### config.mk
export PLATFORM = sky130hd
export DESIGN_NAME = noc_packet_tx
export DESIGN_NICKNAME = d
export VERILOG_FILES = /design/src/rtl/noc_pkt_pkg.sv /design/src/rtl/noc_packet_tx.sv
export SDC_FILE = /design/constraint.sdc
export NUM_CORES = 1
export LEC_CHECK = 0
export CAP_MARGIN = 10
export CORE_MARGIN = 2
export CORE_UTILIZATION = 40
export DETAILED_ROUTE_END_ITERATION = 6
export GPL_TIMING_DRIVEN = 0
export PLACE_DENSITY = 0.78
export REMOVE_ABC_BUFFERS = 1
export SYNTH_ARGS = -nofsm -noshare
export SYNTH_HDL_FRONTEND = slang
export SYNTH_SLANG_ARGS = --single-unit
export TNS_END_PERCENT = 20
### constraint.sdc
create_clock -name CLK -period 2.6 [get_ports CLK]
set_input_delay 0.52 -clock CLK [delete_from_list [all_inputs] [get_ports CLK]]
set_output_delay 0.52 -clock CLK [all_outputs]
set_load 0.1 [all_outputs]
### src/rtl/noc_pkt_pkg.sv
// Shared definitions for the NoC packet transmitter: FSM encoding, descriptor/header
// field positions, widths and the header-assembly helper.
package noc_pkt_pkg;

    localparam int FLIT_W = 32;
    localparam int LEN_W  = 8;
    localparam int SEQ_W  = 8;

    localparam int DEST_MSB = 31;
    localparam int DEST_LSB = 24;
    localparam int SRC_MSB  = 23;
    localparam int SRC_LSB  = 16;
    localparam int SEQ_MSB  = 15;
    localparam int SEQ_LSB  = 8;
    localparam int LEN_MSB  = 7;
    localparam int LEN_LSB  = 0;

    localparam int DEST_W = DEST_MSB - DEST_LSB + 1;

    typedef enum logic [1:0] {
        ST_IDLE    = 2'd0,
        ST_HDR     = 2'd1,
        ST_PAYLOAD = 2'd2,
        ST_TAIL    = 2'd3
    } tx_state_t;

    function automatic logic [FLIT_W-1:0] build_header(
        input logic [DEST_W-1:0] dest,
        input logic [7:0]        src,
        input logic [SEQ_W-1:0]  seq,
        input logic [LEN_W-1:0]  len
    );
        return {dest, src, seq, len};
    endfunction

endpackage

### src/rtl/noc_packet_tx.sv
// Pops a descriptor plus payload from a source TIE queue and pushes a framed packet
// (header, payload pass-through, XOR checksum tail) into a destination TIE queue.
module noc_packet_tx
    import noc_pkt_pkg::*;
#(
    parameter logic [7:0] SRC_ID = 8'h00
) (
    input  logic              CLK,
    input  logic              RST,
    input  logic [FLIT_W-1:0] TIE_NoC_IN,
    input  logic              TIE_NoC_IN_Empty,
    output logic              TIE_NoC_IN_PopReq,
    output logic [FLIT_W-1:0] TIE_NoC_OUT,
    input  logic              TIE_NoC_OUT_Full,
    output logic              TIE_NoC_OUT_PushReq,
    output logic              busy,
    output logic [15:0]       pkt_count
);

    tx_state_t         state;
    tx_state_t         state_nxt;
    logic [DEST_W-1:0] dest_q;
    logic [LEN_W-1:0]  len_q;
    logic [SEQ_W-1:0]  seq_q;
    logic [LEN_W-1:0]  cnt_q;
    logic [FLIT_W-1:0] csum_q;
    logic [15:0]       pkt_cnt_q;

    logic              pop;
    logic              push;
    logic [FLIT_W-1:0] flit;

    always_comb begin
        state_nxt = state;
        pop       = 1'b0;
        push      = 1'b0;
        flit      = '0;
        case (state)
            ST_IDLE: begin
                pop = !TIE_NoC_IN_Empty;
                if (pop) state_nxt = ST_HDR;
            end
            ST_HDR: begin
                flit = build_header(dest_q, SRC_ID, seq_q, len_q);
                push = !TIE_NoC_OUT_Full;
                if (push) state_nxt = (len_q != '0) ? ST_PAYLOAD : ST_TAIL;
            end
            ST_PAYLOAD: begin
                // Pop and push move together so a word is never held inside the block.
                pop  = !TIE_NoC_IN_Empty && !TIE_NoC_OUT_Full;
                push = pop;
                flit = TIE_NoC_IN;
                if (push && cnt_q == 8'd1) state_nxt = ST_TAIL;
            end
            ST_TAIL: begin
                flit = csum_q;
                push = !TIE_NoC_OUT_Full;
                if (push) state_nxt = ST_IDLE;
            end
            default: state_nxt = ST_IDLE;
        endcase
    end

    // Requests are masked while reset is held so nothing transfers in the reset cycle.
    assign TIE_NoC_IN_PopReq   = pop  & ~RST;
    assign TIE_NoC_OUT_PushReq = push & ~RST;
    assign TIE_NoC_OUT         = flit;
    assign busy                = (state != ST_IDLE);
    assign pkt_count           = pkt_cnt_q;

    always_ff @(posedge CLK or posedge RST) begin
        if (RST) begin
            state     <= ST_IDLE;
            dest_q    <= '0;
            len_q     <= '0;
            seq_q     <= '0;
            cnt_q     <= '0;
            csum_q    <= '0;
            pkt_cnt_q <= '0;
        end else begin
            state <= state_nxt;
            case (state)
                ST_IDLE: begin
                    if (pop) begin
                        dest_q <= TIE_NoC_IN[DEST_MSB:DEST_LSB];
                        len_q  <= TIE_NoC_IN[LEN_MSB:LEN_LSB];
                        csum_q <= '0;
                    end
                end
                ST_HDR: begin
                    if (push) cnt_q <= len_q;
                end
                ST_PAYLOAD: begin
                    if (push) begin
                        csum_q <= csum_q ^ TIE_NoC_IN;
                        cnt_q  <= cnt_q - 8'd1;
                    end
                end
                ST_TAIL: begin
                    if (push) begin
                        seq_q     <= seq_q + 8'd1;
                        pkt_cnt_q <= pkt_cnt_q + 16'd1;
                    end
                end
                default: ;
            endcase
        end
    end

endmodule
# == After elaboration in Yosys (flattened, before gate mapping) ==
# Index checks and enable logic that the tools add are counted.
# totals
ff_bits,82
input_bits,36
out_inout_bits,51
word_cells,55
# classes
addsub,3
n_eq_ne,11
muxes,15
bitwise_logic,4
reduce_logical,15
# ops
cell,count
$pmux W32 S3,1
$mux W32,2
$pmux W32 S2,1
$xor A32 B32 Y32,1
$add A16 B1 Y16 const B,1
$mux W8,2
$pmux W8 S2,1
$ne A2 B2 Y1 const B,7
$add A8 B1 Y8 const B,1
$eq A8 B1 Y1 const B,1
$mux W2,4
$pmux W2 S4,1
$reduce_bool A8 Y1,1
$sub A8 B1 Y8 const B,1
$reduce_and A3 Y1,2
$reduce_bool A2 Y1,3
$eq A2 B2 Y1 const B,2
$pmux W1 S2,2
$reduce_and A2 Y1,2
$reduce_and A4 Y1,1
$and A1 B1 Y1,2
$eq A2 B1 Y1 const B,1
$logic_and A1 B1 Y1,2
$logic_not A1 Y1,2
4 further kinds,4

# == Longest topological paths before layout ==
# Gate-level depths: netlist of the first run.
# logic_depth
word_depth,5
depth_mapped,10
ltp_nobuf,6

# == Least setup slack after synthesis of the first run ==
# No wires, ideal clock.
# synth_path
kind,reg2out
startpoint,reg state[0]
endpoint,out TIE_NoC_IN_PopReq
arrival_ns,3.420
required_time_ns,2.080
setup_slack_ns,-1.340
stages_incl_launch_ff,7
n_path_buf,2
cell_sequence,dfrtp_1 -> inv_1 -> ha_1 -> clkbuf_1 -> buf_1 -> a21oi_1 -> nor3_1
# synth_between
elab_chain_len,3
elab_cells_between_ends,4
cone_classes,eq/ne (1); mux (1); bitwise (1); reduce/logical (1)
# synth_lines
element,line_no,rtl
start: declaration,noc_packet_tx.sv:20,tx_state_t state;
start signal: assignment,noc_packet_tx.sv:81,state <= state_nxt;
$eq A2 B2 Y1 or $logic_not A2 Y1 (tied branches),noc_packet_tx.sv:38,case (state)
$pmux W1 S2 *,noc_packet_tx.sv:38,
$and A1 B1 Y1 *,noc_packet_tx.sv:65,assign TIE_NoC_IN_PopReq = pop & ~RST;
end: declaration,noc_packet_tx.sv:12,"output logic TIE_NoC_IN_PopReq,"
# Mark *: on every way between the ends. The rest lies on a longest branch, timed or not.

# == Worst setup path in the final report of the first run ==
# layout_path
startpoint,reg state[0]
endpoint,out TIE_NoC_OUT_PushReq
# layout_between
elab_chain_len,4
elab_cells_between_ends,6
cone_classes,eq/ne (3); mux (1); bitwise (1); reduce/logical (1)
# layout_lines
element,line_no,rtl
$eq A2 B2 Y1 or $eq A2 B1 Y1 (tied branches),noc_packet_tx.sv:38,
$reduce_or A2 Y1 (no source line),--,
$pmux W1 S2 *,noc_packet_tx.sv:38,
$and A1 B1 Y1 *,noc_packet_tx.sv:66,assign TIE_NoC_OUT_PushReq = push & ~RST;
end: declaration,noc_packet_tx.sv:15,"output logic TIE_NoC_OUT_PushReq,"
# Marked as above.

==> key figures, run 1 <==
Clock network
  • Cts bufs inserted: 9
  • H-tree levels: 3
  • Clock Path Buffers: 2
  • Clk root buf: clkbuf_8
  • # hold bufs at CTS: 0
  • Later-pin clock latency in the skew report: 0.35 ns
  • CTS clock-pin slew for the worst setup and hold paths: 0.09 ns
  • CTS tree: done
  • Clk sinks: 82

Route
  • Drt first pass iters: 7
  • DRC: 0
  • Drt initial violations: 431
  • DR vias/cell: 5.62
  • Vias: 3736
  • Routed length on met2: 5710 um
  • WL met1: 5080 um
  • Routed len/inst: 17.6 um
  • WL final: 11700 um
  • Top Layer Used: met4
  • Post-route ant nets: 0
  • WL met3: 709 um

Synthesis
  • Sequential area share after synthesis: 47.3%
  • Mapped Cells: 435
  • Number of synthesized flops with an enable pin: 0
  • #FFs+latches synth: 82
  • Synth Warn #: 0
  • Top cell type by total area after synthesis: dfrtp_1
  • Syn Area/Cell: 9.96 um2
  • Mapped Area: 4330 um2
  • Top-count cell post-synth: dfrtp_1
  • Top cells by area, synth: dfrtp_1, a222oi_1, nor2_1
  • Synth cell count leaders: dfrtp_1, nor2_1, nand2_1
  • Async S/R FF share, synth: 100%
  • Post-synth top area share: 47.3%
  • Distinct cells, synth: 46
  • Synth Flop Type: dfrtp_1

Timing
  • Slew at the pin closest to its max-slew limit: 0.980 ns
  • Period utilization: 98.1%
  • Max transition margin: 34.4%
  • Worst Skew: 0.0138 ns
  • RSZ-0062 raised after global routing: yes
  • Setup Viol. Count Final: 0
  • Crit path time final: 2.55 ns
  • F_max: 392 MHz
  • Worst hold margin: 0.475 ns
  • Final TNS setup: 0 ns
  • Max-slew violation count: 0
  • Final-report hold violation count: 0

Worst setup path
  • WP data arrival: 2.03 ns
  • CP endpoint kind: output pin
  • Worst path cell trace: ha_4, buf_16, or2_2, o21ai_4, nor2_1, buf_6
  • Max incr delay on CP: 0.48 ns
  • Worst r2r dst: csum_q[10]$_DFFE_PP0P_
  • Critical-path top delay cell: dfrtp_2
  • CP startpoint kind: register
  • FF-to-FF Start: state[0]$_DFFE_PP0P_
  • Crit path max fanout: 22
  • WP data required: 2.08 ns
  • Worst reg-to-reg path cell count: 6
  • FF-to-FF setup slack: 0.12 ns
  • WS Path Type: register to output pin

Die
  • Core Area: 10700 um2
  • Std cell rows: 38
  • Initial Utilization: 40.5%
  • Die H: 108 um
  • Chip Width: 108 um
  • I/O pins: 87
  • Total Die Area: 11700 um2

Status
  • Status: finished clean

Finish
  • Area taken by multi-input logic gates: 2190 um2
  • Fillcell total: 976
  • Finished Cell Area: 5690 um2
  • FF+latch area: 2050 um2
  • Layout Nets: 564
  • Final design utilization: 53.1%
  • Layout cells sized above 1: 20.4%
  • Layout area overhead: 31.2%
  • Ant. Diodes: 0

Placed design
  • Port bufs: 86
  • Dpl cell area: 5350 um2
  • GP Congestion: 0.848
  • DPL Wire Length: 7260 um

Global routing
  • Initial antenna violation count: 0
  • Overall routing resource usage: 20.5%
  • Pin count of the biggest net entering global routing: 51
  • Final global-route overflow total: 0
  • First-pass GRT wire length: 18800 um
  • Vias in the first global route: 3691

Worst hold path
  • Hold WC Path Type: register to register
  • Min-Delay Path Depth: 1
  • Hold path endpoint: seq_q[7]$_DFFE_PP0P_
  • Startpoint of the worst hold path: seq_q[7]$_DFFE_PP0P_

Job
  • Number of max-cap violations: 0
cell families (layout without fill, tap and decap cells):
logic type                 count (synthesis)  in the layout  synth area share, %
DFF                                       82             82                 47.3
muxes                                     33             33                 8.08
and+or+nand+nor                          171            171                 18.6
xor gates and xnor gates                  38             38                 7.68
AOI/OAI and AO/OA                         62             62                 11.8
adders and majority gates                  8              8                 2.31
buffers and inverters                     41            131                 4.13
layout make-up:
class | count | share of cell area, %
multi-input cells | 312 | 38.6
clock inverters | 7 | 1.45
clock buffers | 9 | 2.18
inverters | 12 | 0.880
flip-flops and latches | 82 | 36.1
repair buffers | 103 | 17.7
well taps | 140 | 3.08
worst max-delay path, delay by kind of cell, from the launching register on:
family,cells,cell delay [ns]
fa+ha+maj,1,0.26
buf+inv,2,0.37
flops,1,0.48
compound gates,1,0.16
simple gates,2,0.41
stage by stage:
step	setup slack, ns	cells
6_report	0.0493	665
5_1_grt	-0.0537	665
4_1_cts	-0.0689	663
3_5_place_dp	-1.45	637
3_3_place_gp	-1.86	632
2_1_floorplan	-1.56	406
cells in the final DEF, fill, tap and decap left out, types with 13 or more instances in the layout:
master	n
buf_4	23
a222oi_1	25
xnor2_1	15
xor2_1	23
buf_2	13
clkdlybuf4s50_1	51
nand2_1	48
nor2_1	60
nand3_1	26
dfrtp_1	80
mux2i_1	17
mux2_2	16
sequential cells by signal, summed over array words and instances, names as in the netlist:
| register | cells |
|---|---|
| dest_q | 8 |
| state | 2 |
| cnt_q | 8 |
| csum_q | 32 |
| seq_q | 8 |
| pkt_count | 16 |
| len_q | 8 |
repair_timing:
| action | CTS | global route |
|---|---|---|
| pin swaps | 1 | 2 |
| gates cloned | 0 | 1 |
| resized for setup | 208 | 14 |
| endpoints found under the setup margin | 82 | 52 |
| buffers inserted | 10 | 1 |
routing by layer:
metal  GRT usage (%)  vias up
li1                -     1724
met1            27.5     1853
met2            34.2      146
met3            4.04       13
met4            5.31        0
met5               0        -
worst max-delay path by stage:
stage,from,to,slack (ns),depth (start not counted)
after floorplan,state[0]$_DFFE_PP0P_,TIE_NoC_IN_PopReq,-1.56,4
after global placement,state[0]$_DFFE_PP0P_,TIE_NoC_OUT_PushReq,-1.86,6
after detailed placement,state[1]$_DFFE_PP0P_,TIE_NoC_OUT_PushReq,-1.45,6
after CTS,state[0]$_DFFE_PP0P_,TIE_NoC_OUT_PushReq,-0.07,6
after global routing,state[0]$_DFFE_PP0P_,TIE_NoC_OUT_PushReq,-0.05,6
final,state[0]$_DFFE_PP0P_,TIE_NoC_OUT_PushReq,0.05,6
Power of run 1 is left out: the tool's default activity adds up to more than one toggle a clock period on the data nets, which glitch-free logic cannot reach.
==> inputs of run 2 (changes only) <==
--- a/config.mk
+++ b/config.mk
@@ -10,6 +10,7 @@
 export CORE_UTILIZATION = 40
 export DETAILED_ROUTE_END_ITERATION = 6
 export GPL_TIMING_DRIVEN = 0
+export MAX_ROUTING_LAYER = met4
 export PLACE_DENSITY = 0.78
 export REMOVE_ABC_BUFFERS = 1
 export SYNTH_ARGS = -nofsm -noshare
==> constraint.sdc (replaced) <==
create_clock -name CLK -period 2.6 [get_ports CLK]
set_input_delay 0.39 -clock CLK [delete_from_list [all_inputs] [get_ports CLK]]
set_output_delay 0.39 -clock CLK [all_outputs]
set_load 0.1 [all_outputs]
==> run 2 against run 1 <==
Compared with the run above:
- fmax rose by 0.44%
- critical path depth did not move
- worst setup slack improved by 0.011 ns
- clock skew barely moved
- critical endpoint is now TIE_NoC_OUT[0]
- non-clock buffer count fell by 2
- routed wire length rose by 0.18%
==> key figures, run 2 (synthesis gave the netlist of run 1 again) <==
Die
  • I/O pins: 87 (unchanged)
  • Core Area: 10700 um2 (unchanged)
  • Chip Width: 108 um (unchanged)
  • Die H: 108 um (unchanged)
  • Std cell rows: 38 (unchanged)
  • Total Die Area: 11700 um2 (unchanged)
  • Initial Utilization: 40.5% (unchanged)

Worst setup path
  • CP endpoint kind: output pin
  • Worst r2r dst: csum_q[14]$_DFFE_PP0P_
  • CP startpoint kind: register
  • Worst reg-to-reg path cell count: 6 (unchanged)
  • Critical-path top delay cell: dfrtp_2
  • Crit path max fanout: 18 (-18%)
  • WS Path Type: register to output pin
  • FF-to-FF setup slack: 0.15 ns (+0.03 ns)
  • FF-to-FF Start: state[0]$_DFFE_PP0P_
  • WP data required: 2.21 ns (+0.13 ns)
  • Worst path bufs/invs: 3 (+1)
  • WP depth: 6 (unchanged)
  • CP delay by family, top: buffers and inverters
  • WP data arrival: 2.15 ns (+0.12 ns)
  • Max incr delay on CP: 0.46 ns (-0.02 ns)
  • Worst path cell trace: inv_1, ha_4, buf_8, a222oi_1, nor2_1, buf_4

Global routing
  • Pin count of the biggest net entering global routing: 51 (unchanged)
  • Vias in the first global route: 3662 (-0.79%)
  • Initial antenna violation count: 0 (unchanged)
  • Final global-route overflow total: 0 (unchanged)
  • Overall routing resource usage: 20.5% (-0.040 points)
  • First-pass GRT wire length: 18300 um (-2.6%)

Timing
  • Final-report hold violation count: 0 (unchanged)
  • Final TNS setup: 0 ns (unchanged)
  • Max transition margin: 34.4% (about the same)
  • F_max: 394 MHz (+0.44%)
  • Slew at the pin closest to its max-slew limit: 0.980 ns (-0.0000288 ns)
  • Setup Viol. Count Final: 0 (unchanged)
  • Crit path time final: 2.54 ns (-0.0112 ns)
  • Period utilization: 97.7% (-0.43 points)
  • Max-slew violation count: 0 (unchanged)
  • Worst Skew: 0.0136 ns (-0.000205 ns)
  • RSZ-0062 raised after global routing: yes

Placed design
  • Port bufs: 86 (unchanged)
  • DPL Wire Length: 7260 um (unchanged)
  • GP Congestion: 0.862 (+1.6%)

Clock network
  • CTS clock-pin slew for the worst setup and hold paths: 0.10 ns (about the same)
  • Clk root buf: clkbuf_8
  • Clock Path Buffers: 2 (unchanged)
  • Clk sinks: 82 (unchanged)
  • # hold bufs at CTS: 0 (unchanged)
  • CTS tree: done
  • Cts bufs inserted: 9 (unchanged)
  • H-tree levels: 3 (unchanged)
  • Later-pin clock latency in the skew report: 0.35 ns (about the same)

Finish
  • Commonest non-fill, non-tap cell in the layout: dfrtp_1
  • Commonest non-fill, non-tap cells in the layout: dfrtp_1, nor2_1, clkdlybuf4s50_1
  • Ant. Diodes: 0 (unchanged)
  • Layout Nets: 562 (-0.35%)
  • Max reg flops: 32 (unchanged)
  • Fillcell total: 986 (+1.0%)
  • Most flops, register: csum_q
  • Layout area overhead: 30.1%
  • Layout cells sized above 1: 20.1% (-0.30 points)

Route
  • Vias: 3727 (-0.24%)
  • Routed len/inst: 17.6 um (+0.48%)
  • Drt first pass iters: 6 (-1)
  • Drt initial violations: 387 (-10%)
  • DRC: 0 (unchanged)
  • Post-route ant nets: 0 (unchanged)
  • DR vias/cell: 5.62 (about the same)
  • WL final: 11700 um (+0.18%)

Status
  • Status: finished clean

Job
  • Number of max-cap violations: 0 (unchanged)

Worst hold path
  • Hold WC Path Type: input port to asynchronous set/reset pin
run 2: changes by cell type in the layout (fill, tap and decap cells not counted), sizes merged:
| cell | change |
|---|---|
| buf | -10 |
| clkbuf | +8 |
run 2: cell type report:
cell class                      count  area (um2)  share of cell area, %
Inverter                           12        47.5                  0.843
Multi-Input combinational cell    312        2200                   39.0
Sequential cell                    82        2050                   36.4
Clock buffer                        9         124                   2.20
Timing Repair Buffer              101         960                   17.0
Clock inverter                      7        82.6                   1.46
Tap cell                          140         175                   3.11
run 2: per-layer routing:
metal  vias up  GRT usage [%]  wire length [um]
met3        17           3.86               621
li1       1718              -                 -
met4         0           5.13               175
met2       141           32.9              5780
met5         -              -                 0
met1      1851           26.9              5120
run 2: worst register-to-register path, stage by stage, from the launching register on:
cell and delay (ns):
dfrtp_2 0.47, ha_4 0.26, buf_16 0.19, or3b_2 0.68
and2_2 0.43, nand2_1 0.15, mux2i_1 0.20
run 2: repair_timing:
| action | in CTS | in global routing |
|---|---|---|
| gates cloned | 0 | 1 |
| setup buffers | 2 | 7 |
| endpoints found under the setup margin | 82 | 59 |
| pin swaps | 0 | 1 |
| resized for setup | 190 | 17 |
run 2: worst max-delay path by stage:
stage                              start                     end
finish              state[1]$_DFFE_PP0P_          TIE_NoC_OUT[0]
global route        state[1]$_DFFE_PP0P_          TIE_NoC_OUT[0]
CTS                 state[0]$_DFFE_PP0P_     TIE_NoC_OUT_PushReq
detailed placement  state[1]$_DFFE_PP0P_     TIE_NoC_OUT_PushReq
global placement    state[0]$_DFFE_PP0P_  csum_q[14]$_DFFE_PP0P_
floorplan           state[0]$_DFFE_PP0P_       TIE_NoC_IN_PopReq
run 2: through the flow:
stage | cells | utilization [%] | hold slack (ns) | area (um2) | worst slack (ns)
after floorplan | 406 | - | 0.445 | 4200 | -1.43
after global placement | 632 | 48.9 | 0.460 | 5240 | -1.83
after detailed placement | 637 | 50.0 | 0.466 | 5350 | -1.32
after CTS | 655 | 51.2 | 0.453 | 5480 | -0.0709
after global routing | 663 | 52.7 | 0.493 | 5640 | -0.0282
final | 663 | 52.7 | 0.451 | 5640 | 0.0605
Power of run 2 is left out for the same reason.
==> inputs of run 3 (changes only) <==
--- a/config.mk
+++ b/config.mk
@@ -6,6 +6,7 @@
 export NUM_CORES = 1
 export LEC_CHECK = 0
 export CAP_MARGIN = 10
+export CORE_ASPECT_RATIO = 1.1
 export CORE_MARGIN = 2
 export CORE_UTILIZATION = 40
 export DETAILED_ROUTE_END_ITERATION = 6
==> run 3 against run 2 <==
Compared with the run above:
- the run now ends with DRC left
- count of clock-buffer cells in the layout grew 2
- fmax is 0.84% higher
- critical path depth unchanged
- final cell count decreased by 0.45%
- via count is 1.3% higher
- sequential share of layout area down 0.43 points
- sequential cell count is the same
- utilization rose by 1.6 points
- first-iteration DRC count grew 12%
- cell area is 1.1% higher
- die area hardly changed
- worst hold slack lost 0.0039 ns
- critical path type unchanged
- critical endpoint is now TIE_NoC_OUT_PushReq
==> key figures, run 3 (synthesis gave the netlist of run 1 again) <==
Timing
  • Crit path time final: 2.52 ns (-0.0212 ns)
  • Final Worst Setup Slack: 0.0817 ns (+0.0212 ns)
  • Slew at the pin closest to its max-slew limit: 0.976 ns (-0.00483 ns)
  • RSZ-0062 raised after global routing: no
  • F_max: 397 MHz (+0.84%)
  • Setup Viol. Count Final: 0 (unchanged)
  • Worst Skew: 0.00334 ns (-0.0102 ns)
  • Period utilization: 96.9% (-0.81 points)
  • Final-report hold violation count: 0 (unchanged)
  • Max transition margin: 34.8% (+0.32 points)
  • Max-slew violation count: 0 (unchanged)

Route
  • WL final: 12000 um (+2.6%)
  • Vias: 3775 (+1.3%)
  • Post-route ant nets: 0 (unchanged)
  • DRC: 2 (+2)
  • Drt first pass iters: 7 (+1)
  • DR vias/cell: 5.72 (+1.7%)
  • Drt initial violations: 434 (+12%)
  • Routed len/inst: 18.2 um (+3.0%)

Die
  • Std cell rows: 39 (+2.6%)
  • I/O pins: 87 (unchanged)
  • Initial Utilization: 41.3% (+0.80 points)
  • Total Die Area: 11700 um2 (about the same)
  • Core Area: 10500 um2 (-1.9%)
  • Chip Width: 103 um (-4.5%)
  • Die H: 113 um (+4.7%)

Placed design
  • Dpl cell area: 5330 um2 (-0.44%)
  • Inst Count DP: 639 (+0.31%)
  • Place WS: -1.29 ns (+0.0244 ns)
  • Port bufs: 86 (unchanged)
  • GP Congestion: 0.846 (-1.8%)
  • DPL Wire Length: 7370 um (+1.6%)

Worst setup path
  • WP depth: 6 (unchanged)
  • Worst reg-to-reg path cell count: 6 (unchanged)
  • FF-to-FF Start: state[1]$_DFFE_PP0P_
  • Worst path bufs/invs: 2 (-1)
  • WP data required: 2.21 ns (about the same)
  • WP data arrival: 2.13 ns (-0.02 ns)
  • WS Path Type: register to output pin
  • FF-to-FF setup slack: 0.15 ns (about the same)
  • CP endpoint kind: output pin
  • CP delay by family, top: simple AND/OR/NAND/NOR gates
  • Setup crit start: state[1]$_DFFE_PP0P_
  • CP startpoint kind: register
  • Worst path cell trace: inv_1, ha_4, or2_2, o21ai_4, nor2_1, buf_6
  • Crit path max fanout: 18 (unchanged)
  • Critical-path top delay cell: dfrtp_2
  • Max incr delay on CP: 0.43 ns (-0.03 ns)

Finish
  • Most flops, register: csum_q
  • Commonest non-fill, non-tap cells in the layout: dfrtp_1, nor2_1, clkdlybuf4s50_1
  • Finished Cell Area: 5700 um2 (+1.1%)
  • Cell Count, Final, Fillers Out: 660 (-0.45%)
  • Max reg flops: 32 (unchanged)
  • Layout Nets: 556 (-1.1%)
  • Layout cells sized above 1: 18.8% (-1.3 points)
  • Layout area overhead: 31.6%
  • Ant. Diodes: 0 (unchanged)
  • Commonest non-fill, non-tap cell in the layout: dfrtp_1

Job
  • Number of max-cap violations: 0 (unchanged)

Clock network
  • Later-pin clock latency in the skew report: 0.33 ns (-0.02 ns)
  • CTS tree: done
  • Clk sinks: 82 (unchanged)
  • Clock Path Buffers: 2 (unchanged)
  • Clk root buf: clkbuf_16
  • CTS clock-pin slew for the worst setup and hold paths: 0.06 ns (-0.04 ns)
  • Cts bufs inserted: 9 (unchanged)
  • H-tree levels: 3 (unchanged)

Global routing
  • Final global-route overflow total: 0 (unchanged)
  • Vias in the first global route: 3880 (+6.0%)
  • Overall routing resource usage: 20.8% (+0.34 points)
  • Initial antenna violation count: 0 (unchanged)
  • Pin count of the biggest net entering global routing: 58 (+14%)
  • First-pass GRT wire length: 18800 um (+2.3%)

Status
  • Status: finished, violations left
  • Failing checks: DRC

Worst hold path
  • Hold WC Path Type: input port to asynchronous set/reset pin
## run 3: cell type report
class                      count  area [um2]
multi-input combinational    312        2200
clock buffer                  11         243
sequential                    82        2050
fill                         918        4790
timing repair buffer          95         905
inverter                      12        47.5
tap                          143         179
clock inverter                 5        77.6
## run 3: final timing paths
| check | end |
|---|---|
| max in group asynchronous | state[1]$_DFFE_PP0P_ |
| max | TIE_NoC_OUT_PushReq |
| min reg2reg | seq_q[7]$_DFFE_PP0P_ |
| max reg2reg | csum_q[13]$_DFFE_PP0P_ |
| min in group CLK | seq_q[7]$_DFFE_PP0P_ |
| min | pkt_count[9]$_DFFE_PP0P_ |
## run 3: timing repair
| action | 4_1_cts | 5_1_grt |
|---|---|---|
| gates cloned | 0 | 1 |
| pin swaps | 0 | 1 |
| resized for setup | 198 | 17 |
| buffers inserted | 2 | 2 |
| hold buffers | 0 | 0 |
| endpoints found under the setup margin | 96 | 54 |
## run 3: stage by stage
stage               utilization (%)  hold slack (ns)  TNS, ns
CTS                            53.6            0.457   -0.991
global placement               49.9            0.461  -233.71
detailed placement             50.8            0.467   -53.26
floorplan                         -            0.445   -48.46
global route                   54.4            0.487        0
finish                         54.4            0.447        0
## run 3: per-layer routing
layer / routed length (um) / GRT usage, % / part of all wire, % / vias to the layer above
met5: 0 / - / 0 / -
met4: 181 / 7.81 / 1.5 / 0
met3: 595 / 3.40 / 5.0 / 16
met2: 6120 / 33.5 / 51 / 133
met1: 5090 / 26.3 / 42 / 1913
li1: - / - / - / 1713
Power of run 3 is left out for the same reason.
